`config.mk`:
```
export PLATFORM = sky130hd
export DESIGN_NAME = ll_rx_credit_ctrl
export DESIGN_NICKNAME = d
export VERILOG_FILES = /design/src/rtl/ll_rx_credit_ctrl.sv
export SDC_FILE = /design/constraint.sdc
export NUM_CORES = 1
export LEC_CHECK = 0
export CAP_MARGIN = 40
export CORE_MARGIN = 1.5
export CORE_UTILIZATION = 35
export CTS_CLUSTER_SIZE = 12
export DETAILED_ROUTE_END_ITERATION = 8
export GPL_ROUTABILITY_DRIVEN = 0
export GPL_TIMING_DRIVEN = 0
export PLACE_DENSITY = 0.79
export SLEW_MARGIN = 30
export SYNTH_ARGS = -nofsm -noshare
export SYNTH_HDL_FRONTEND = slang
export SYNTH_SLANG_ARGS = --single-unit
```
`constraint.sdc`:
```
create_clock -name clk_wr -period 3.57 [get_ports clk_wr]
set_input_delay 0.8925 -clock clk_wr [delete_from_list [all_inputs] [get_ports clk_wr]]
set_output_delay 0.8925 -clock clk_wr [all_outputs]
set_load 0.01 [all_outputs]
```
`src/rtl/ll_rx_credit_ctrl.sv`:
```
// RX link control: gates user_i_valid on FIFO state and stores pops as pending credits.
// Optional credit over/underflow checking is enabled by defining LL_RX_CREDIT_OVF_CHK_EN.
module ll_rx_credit_ctrl #(
    parameter int FIFO_COUNT_MSB  = 4,
    parameter int CREDIT_CNT_MSB  = 4,
    parameter int CREDIT_HOLD_MAX = 31
) (
    input  logic                    clk_wr,
    input  logic                    rst_wr_n,
    output logic                    user_i_valid,
    input  logic                    user_i_ready,
    output logic                    rxfifo_i_pop,
    input  logic                    rxfifo_i_empty,
    input  logic [FIFO_COUNT_MSB:0] dbg_rxfifo_i_numfilled,
    input  logic                    rxfifo_i_push,
    input  logic                    tx_online,
    output logic                    tx_i_credit,
    output logic [CREDIT_CNT_MSB:0] credit_pend,
    output logic                    credit_ovf_err
);

    localparam int FW = FIFO_COUNT_MSB + 1;
    localparam int CW = CREDIT_CNT_MSB + 1;
    localparam logic [CW-1:0] HOLD = CW'(CREDIT_HOLD_MAX);
    localparam logic [FW-1:0] ONE  = FW'(1);

    logic          corner_q, corner_d;
    logic          empty_dly_q;
    logic [CW-1:0] credit_pend_q, credit_pend_d;
    logic          tx_credit_q, tx_credit_d;
    logic          hold_full;

    assign hold_full    = (credit_pend_q >= HOLD) & ~tx_online;
    assign user_i_valid = ~rxfifo_i_empty & ~empty_dly_q
                        & ~corner_q & ~hold_full;
    assign rxfifo_i_pop = user_i_valid & user_i_ready;
    assign tx_i_credit  = tx_credit_q & tx_online;
    assign credit_pend  = credit_pend_q;

    // RAM read latency: a lone entry popped while refilled is not yet readable
    assign corner_d = rxfifo_i_push & rxfifo_i_pop
                    & (dbg_rxfifo_i_numfilled == ONE);

    assign credit_pend_d = credit_pend_q + CW'(rxfifo_i_pop)
                         - CW'(tx_i_credit);
    assign tx_credit_d   = tx_online & (credit_pend_d != '0);

    always_ff @(posedge clk_wr) begin
        if (!rst_wr_n) begin
            corner_q      <= 1'b0;
            empty_dly_q   <= 1'b1;
            credit_pend_q <= '0;
            tx_credit_q   <= 1'b0;
        end else begin
            corner_q      <= corner_d;
            empty_dly_q   <= rxfifo_i_empty;
            credit_pend_q <= credit_pend_d;
            tx_credit_q   <= tx_credit_d;
        end
    end

`ifdef LL_RX_CREDIT_OVF_CHK_EN
    logic ovf_q, ovf_cond;

    assign ovf_cond = (rxfifo_i_pop & (&credit_pend_q))
                    | (tx_i_credit & (credit_pend_q == '0));
    assign credit_ovf_err = ovf_q;

    always_ff @(posedge clk_wr) begin
        if (!rst_wr_n) begin
            ovf_q <= 1'b0;
        end else begin
            ovf_q <= ovf_q | ovf_cond;
        end
    end

    if (CREDIT_HOLD_MAX > (2 ** CW) - 1) begin : g_hold_chk
        $error("CREDIT_HOLD_MAX exceeds credit counter capacity");
    end

`ifndef SYNTHESIS
    always @(posedge clk_wr) begin
        if (rst_wr_n) begin
            assert (!ovf_cond)
                else $error("credit counter over/underflow");
        end
    end
`endif
`else
    assign credit_ovf_err = 1'b0;
`endif

endmodule
```
* Yosys cells after proc, flatten, opt, wreduce, memory -nomap -nowiden
Index checks and enable logic that the tools add are counted.
W data, S select, Z words.
** Operators by class
- Add/sub/neg operators :: 2
- Multiply operators :: 0
- Div/mod/pow operators :: 0
- Order comparisons :: 1
- Equality and inequality tests :: 1
- Shift-type cells :: 0
- Muxes and demuxes :: 0
- Bitwise logic cells :: 14
- Reduce and logical (&&, ||, !) cells :: 1
** Operator list (number)
- $and A1 B1 Y1 :: 9
- $add A5 B1 Y5 :: 1
- $eq A5 B1 Y1 const B :: 1
- $ge A5 B5 Y1 const B :: 1
- $not A1 Y1 :: 5
- $reduce_bool A5 Y1 :: 1
- $sub A5 B1 Y5 :: 1
** Word-level totals
- Flip-flop bits (word level) :: 8
- Latch bits :: 0
- RAM bits :: 0
- Bits in read-only memories :: 0
- Input port bits :: 11
- Output and inout port bits :: 9
- Logic and storage cells :: 23
- Memories kept :: 0

* Depth between registers and ports, before layout
- Word-level depth :: 9
- Depth in mapped cells :: 10
- Mapped depth without buffers :: 10

* Worst setup path after synthesis
OpenSTA, ideal clock, no wires.
- Path type :: input-to-reg
- Start :: input tx_online
- End :: register tx_credit_q
- Library setup time :: 122 ps
- Arrival time :: 2863 ps
- Data required time :: 3448 ps
- Path slack :: 585 ps
- Cell stages on the path :: 8
- Buffers on the path :: 0
- Path through :: or3_1 -> and3_1 -> ha_1 -> fa_1 -> a21o_1 -> a21oi_1 -> xor2_1 -> o311a_1
** On the way
- Word-level cells in the longest chain between the ends :: 9
- Elaborated cells on any way between the ends :: 10
- Classes of those cells :: add/sub (2); bitwise (7); reduce/logical (1)
** Ends and longest elaborated chain
- start: declaration :: line 16 : input logic tx_online,
- $not A1 Y1 :: line 33 : assign hold_full = (credit_pend_q >= HOLD) & ~tx_online;
- $and A1 B1 Y1 :: line 33
- $not A1 Y1 :: line 35 : & ~corner_q & ~hold_full;
- $and A1 B1 Y1 :: line 35
- $and A1 B1 Y1 :: line 36 : assign rxfifo_i_pop = user_i_valid & user_i_ready;
- net rxfifo_i_pop :: line 12 : output logic rxfifo_i_pop,
- $add A5 B1 Y5 :: line 44 : assign credit_pend_d = credit_pend_q + CW'(rxfifo_i_pop)
- $sub A5 B1 Y5 :: line 45 : - CW'(tx_i_credit);
- $reduce_bool A5 Y1 :: line 46 : assign tx_credit_d = tx_online & (credit_pend_d != '0);
- $and A1 B1 Y1 :: line 46
- end signal: assignment :: line 58 : tx_credit_q <= tx_credit_d;
- end: declaration :: line 30 : logic tx_credit_q, tx_credit_d;
The timed path passes the listed nets, and every way through them passes these cells.
A chain may end at the register's enable or synchronous reset.

* Worst setup path in the final report
- Start :: input tx_online
- End :: output rxfifo_i_pop
** On the way
- Word-level cells in the longest chain between the ends :: 5
** Ends and longest elaborated chain (line)
- $not A1 Y1 :: 33
- $and A1 B1 Y1 :: 33
- $not A1 Y1 :: 35
- $and A1 B1 Y1 :: 35
- $and A1 B1 Y1 :: 36
- end: declaration :: 12
Every way passes these cells.

==> summary.txt <==
Routing
  – Remaining routing DRC violations: 0
  – Number of optimization iterations in the first detailed-route pass: 4
  – DR iter-0 viols: 7
  – WL/cell: 11.1 µm
  – Remaining antenna violation count after routing: 0
  – Post-DR vias/cell: 4.69
  – Via count: 403
  – Total length of routed wires: 952 µm

STA
  – Max Transition Viols Final: 0
  – Fin worst setup slack: 0.258 ns
  – Ratio of final minimum period to clock period: 92.8%
  – Post-layout min period: 3.31 ns
  – Summed negative setup slack over all endpoints: 0 ns
  – Number of failing setup endpoints in the final timing report: 0
  – Peak clock frequency supported by timing: 302 MHz
  – Worst hold slack: 0.752 ns
  – Post-route clock skew: 0.00274 ns
  – Final Hold Viols: 0
  – RSZ-0062 raised after global routing: false

Yosys
  – Synthesized area: 485 µm²
  – Portion of synthesized cell area occupied by the leading cell type: 33.0%
  – Library cell occupying the most area in the post-synthesis netlist: sky130_fd_sc_hd__dfxtp_1
  – Cells after synthesis: 50
  – Yosys warnings: 0
  – Synth cell types: 21
  – Top area cells in the synthesized netlist: sky130_fd_sc_hd__dfxtp_1, sky130_fd_sc_hd__ha_1, sky130_fd_sc_hd__and2_1
  – Flip-flop and latch count after synthesis: 8
  – Number of nets produced by synthesis: 70
  – Sequential area share after synthesis: 33.0%
  – Mean area per synthesized cell: 9.71 µm²

Final layout
  – Most frequent cells in the layout: sky130_fd_sc_hd__clkdlybuf4s50_1, sky130_fd_sc_hd__ha_1, sky130_fd_sc_hd__dfxtp_1
  – Summed area of non-filler cells in the final layout: 707 µm²
  – Most common cell after layout, fill and taps aside: sky130_fd_sc_hd__clkdlybuf4s50_1
  – Synthesis-to-finish area growth: 45.6%
  – Share of layout cells above drive strength 1: 8.45%
  – Post-layout nets: 93
  – Count of inserted antenna diode cells: 0

Placed design
  – HPWL Detailed: 776 µm
  – Worst slack after detailed placement: -0.0293 ns
  – Standard cell area after detailed placement: 684 µm²
  – Port buffer count: 18

Clock tree
  – CTS Buf Count: 3
  – Post-CTS resize count: 0
  – Total setup buffers inserted after CTS: 0
  – Clock tree root driver cell: sky130_fd_sc_hd__clkbuf_4
  – Clock-pin slew on the worst setup and hold paths: 0.05 ns
  – Count of H-tree levels built during CTS: 1
  – Clock latency reported for the late side of the worst-skew pair: 0.25 ns
  – Number of sinks driven by the clock tree: 8
  – Clk buf depth: 2
  – Hold buffer count at CTS: 0
  – Clock tree from TritonCTS: built

Global route
  – Antenna violations before repair: 0
  – M1 GR Usage: 20.5%
  – Met3 GRT Util: 5.00%
  – Maximum number of pins on one net before global-route repair: 9
  – Routing layer with the top usage in global route: met2
  – Global-route wire length before repair: 1660 µm
  – Number of global-route vias before repair: 390
  – GRT met2 Usage: 24.6%
  – GR Overflow Total: 0
  – GRT Overall Usage: 16.8%

Pwr
  – Leak: 0.320 nW
  – Switching power of the nets: 0.152 mW
  – Pwr per Cell Area: 607 nW/µm²
  – Peak supply drop: 359 µV
  – Cell-internal power: 0.277 mW
  – Gate power share: 53.3%
  – Net switching share of the total power: 35.5%
  – Share of power burned in the clock network: 16.4%
  – Register share of total power: 30.3%

Setup path
  – Slowest-stage cell, CP: sky130_fd_sc_hd__clkdlybuf4s50_1
  – Crit path largest cell delay: 0.48 ns
  – Data required time of the worst path: 2.68 ns
  – Crit path kind: input port to output port
  – CP delay by family, top: buffers and inverters
  – R2R cell count: 10
  – Crit path launch type: input port
  – Worst-case register-to-register setup slack: 0.73 ns
  – Critical path peak fanout: 3
  – Sum of buffers and inverters on the critical path: 2
  – Startpoint of the worst register-to-register path: credit_pend[2]
  – Cell with the most instances on the worst path: sky130_fd_sc_hd__clkdlybuf4s50_1
  – Critical path capture point type: output port
  – Worst path cell trace: clkdlybuf4s50_1 -> or3_1 -> and3_1 -> clkdlybuf4s50_1
  – Endpoint of the most critical register-to-register path: tx_credit_q
  – WP data arrival: 2.42 ns

Status
  – Run status: complete, no violations

Floorplanning
  – Width of the die: 40.2 µm
  – Die Area: 1620 µm²
  – Starting density of the core: 37.3%
  – Total number of placement rows: 13
  – # IOs: 20
  – Placeable Area: 1300 µm²
  – Die span in y: 40.2 µm

Hold path
  – Beginning of the worst hold path: corner_q
  – Worst hold path cell count: 3
  – Class of the most critical hold timing path: flop to flop
  – Hold-critical path endpoint: corner_q

Job
  – Max Cap Violations: 0
## how the worst max path moves through the flow
| stage | from | end | slack [ns] | cells after the start |
|---|---|---|---|---|
| after CTS | tx_online | tx_credit_q | 0.23 | 9 |
| after global routing | tx_online | tx_credit_q | 0.13 | 9 |
| after global placement | tx_online | tx_credit_q | 0.06 | 9 |
| after floorplan | tx_online | tx_credit_q | 0.59 | 8 |
| final | tx_online | rxfifo_i_pop | 0.26 | 4 |
| after detailed placement | tx_online | tx_credit_q | -0.03 | 9 |
## Yosys cell counts (all sizes together)
cell,number
nand2b,1
dfxtp,8
buf,1
o311a,1
and2,7
xnor2,1
or3,2
a32oi,1
and3,2
a21oi,2
nor3,2
fa,1
nand2,1
a21o,2
nor3b,1
xor2,2
conb,1
inv,6
ha,8
## worst min-delay path: stages, from the launching register on
cell and delay [ns]:
sky130_fd_sc_hd__dfxtp_1 0.31, sky130_fd_sc_hd__nor3_1 0.05, sky130_fd_sc_hd__and3_1 0.21, sky130_fd_sc_hd__and3_1 0.15
## cell families (layout without fill, tap and decap cells)
| kind of cell | count (synthesis) | in the layout | share of synthesized area (%) |
|---|---|---|---|
| adder cells (fa/ha/maj) | 9 | 9 | 24.7 |
| buffers and inverters | 7 | 28 | 6.19 |
| AND/OR/NAND/NOR | 16 | 16 | 20.1 |
| XOR/XNOR | 3 | 3 | 5.41 |
| AO/OA/AOI/OAI | 6 | 6 | 9.79 |
| flip-flops | 8 | 8 | 33.0 |
| other | 1 | 1 | 0.772 |
## power groups by stage
stage	registers (mW)	logic (mW)	clock network (mW)
floorplan	0.137	0.143	0
global placement	0.132	0.222	0
detailed placement	0.132	0.232	0
CTS	0.131	0.233	0.0736
global route	0.134	0.259	0.0791
finish	0.130	0.229	0.0705
## area by class of cell
type / count / area [µm²]
fill: 134 / 594
clock buffer: 3 / 22.5
multi-input combinational: 35 / 295
inverter: 6 / 22.5
tap: 15 / 18.8
timing repair buffer: 18 / 180
sequential: 8 / 160
buffer: 1 / 7.51
## metrics by stage
step / power [mW] / utilization, % / std cells
floorplan: 0.280 / - / 50
global placement: 0.355 / 52.6 / 83
detailed placement: 0.364 / 52.6 / 83
CTS: 0.437 / 54.3 / 86
global route: 0.472 / 54.3 / 86
finish: 0.429 / 54.3 / 86
## metal layers
metal	wire, µm	share of wire, %
met3	71	7.5
met2	407	43
met4	8	0.84
met1	464	49
met5	0	0
## registers in the layout, summed over array words and instances, names as in the netlist
name and cells:
credit_pend 5, corner_q 1, empty_dly_q 1, tx_credit_q 1
No activity file was read; power rests on OpenSTA's default activity.
==> RTL edit, RTL diff (same flow settings) <==
Add a define of `LL_RX_CREDIT_OVF_CHK_EN`.
--- a/src/rtl/ll_rx_credit_ctrl.sv
+++ b/src/rtl/ll_rx_credit_ctrl.sv
@@ -1,5 +1,7 @@
 // RX link control: gates user_i_valid on FIFO state and stores pops as pending credits.
 // Optional credit over/underflow checking is enabled by defining LL_RX_CREDIT_OVF_CHK_EN.
+`define LL_RX_CREDIT_OVF_CHK_EN
+
 module ll_rx_credit_ctrl #(
     parameter int FIFO_COUNT_MSB  = 4,
     parameter int CREDIT_CNT_MSB  = 4,
Check against the original RTL: same outputs for any inputs over 10 cycles, from zero or initial values and one cycle with rst_wr_n low; that may be too few to reach the edited logic, so the function may still have changed.
==> RTL edit against the unedited design <==
Wire length grew 29%. Cell area grew 8.7%. Sequential cell count grew 1. Worst setup slack gained 0.0058 ns. Clock skew grew 0.0014 ns. Maximum frequency grew 0.17%. Area after synthesis grew 9.8%. Count of clock-buffer cells in the layout grew 1. Total power grew 9.0%. Largest power group unchanged.
==> RTL edit: results <==
[critical_path]
cp_slowest_stage_delay_ns = 0.53
cp-startpoint = rxfifo_i_empty
regToRegSetupSlack_ns = 1.10

[grt]
grt_max_degree = 10
grt_pass1_vias = 501
grt_util_met2 = 0.272
grt.met1_usage = 0.165
track_usage = 0.166

[synth]
synth.area.top_cells = dfxtp_1 (34%), ha_1 (21%), and2_1 (4.7%)
synthTopCellsByCount = dfxtp_1 (9), ha_1 (9), inv_1 (5)
synth.yosys.seq_area_share = 0.338
yosysUniqueCellTypes = 26
synth_nets = 76

[final_layout]
nNetsFinal = 100
seq_area_frac = 0.235
nFillCells = 135
nClkBuffers = 4
layout-drive-gt1-share = 0.0769
final-clk-cell-share = 0.0342
buf_share = 0.248

[detailed_routing]
routedWlPerCell_um = 13.2
drt_iter0_drc = 4
routed_via_density = 5.17

[placed_design]
postPlaceCellArea_um2 = 742
port_buffers = 19
place_hpwl_um = 976

[power]
pwr-share-clk = 0.177
pg_comb_uw = 236
p_sw_uw = 177
p_leak_uw = 0.000331

[timing]
clock_skew_ns = 0.00416
whs_ns = 0.522

[hold_path]
hold_end = credit_ovf_err
hold_depth = 2
min-delay-start = credit_pend[0]

[cts]
clk-insertion-delay-late_ns = 0.27

[run_status]
status = finished, final reports clean
==> RTL edit: cells by family (layout without fill, tap and decap cells) <==
family	count (synthesis)	after routing	share of synthesized area
AOI/OAI and AO/OA	9	9	0.122
adders and majority gates	10	10	0.249
xor gates and xnor gates	3	3	0.0493
and+or+nand+nor	18	18	0.200
DFF	9	9	0.338
buffers and inverters	6	29	0.0423
==> RTL edit: stage by stage <==
step                worst slack, ns  total power, µW  instances   util
floorplan                     0.965              298         55      -
global placement              0.269              380         89  0.543
detailed placement            0.249              390         89  0.543
CTS                           0.244              476         93  0.562
global route                  0.182              513         93  0.562
finish                        0.263              468         93  0.562
==> RTL edit: metal layers <==
| metal | share of wire | routed length, µm |
|---|---|---|
| met5 | 0 | 0 |
| met2 | 0.49 | 596 |
| met3 | 0.075 | 92 |
| met1 | 0.40 | 488 |
| met4 | 0.039 | 48 |
==> RTL edit: worst min-delay path, stage by stage, from the launching register on <==
cell	delay, ns
dfxtp_1	0.34
nand4_1	0.07
a21boi_1	0.06
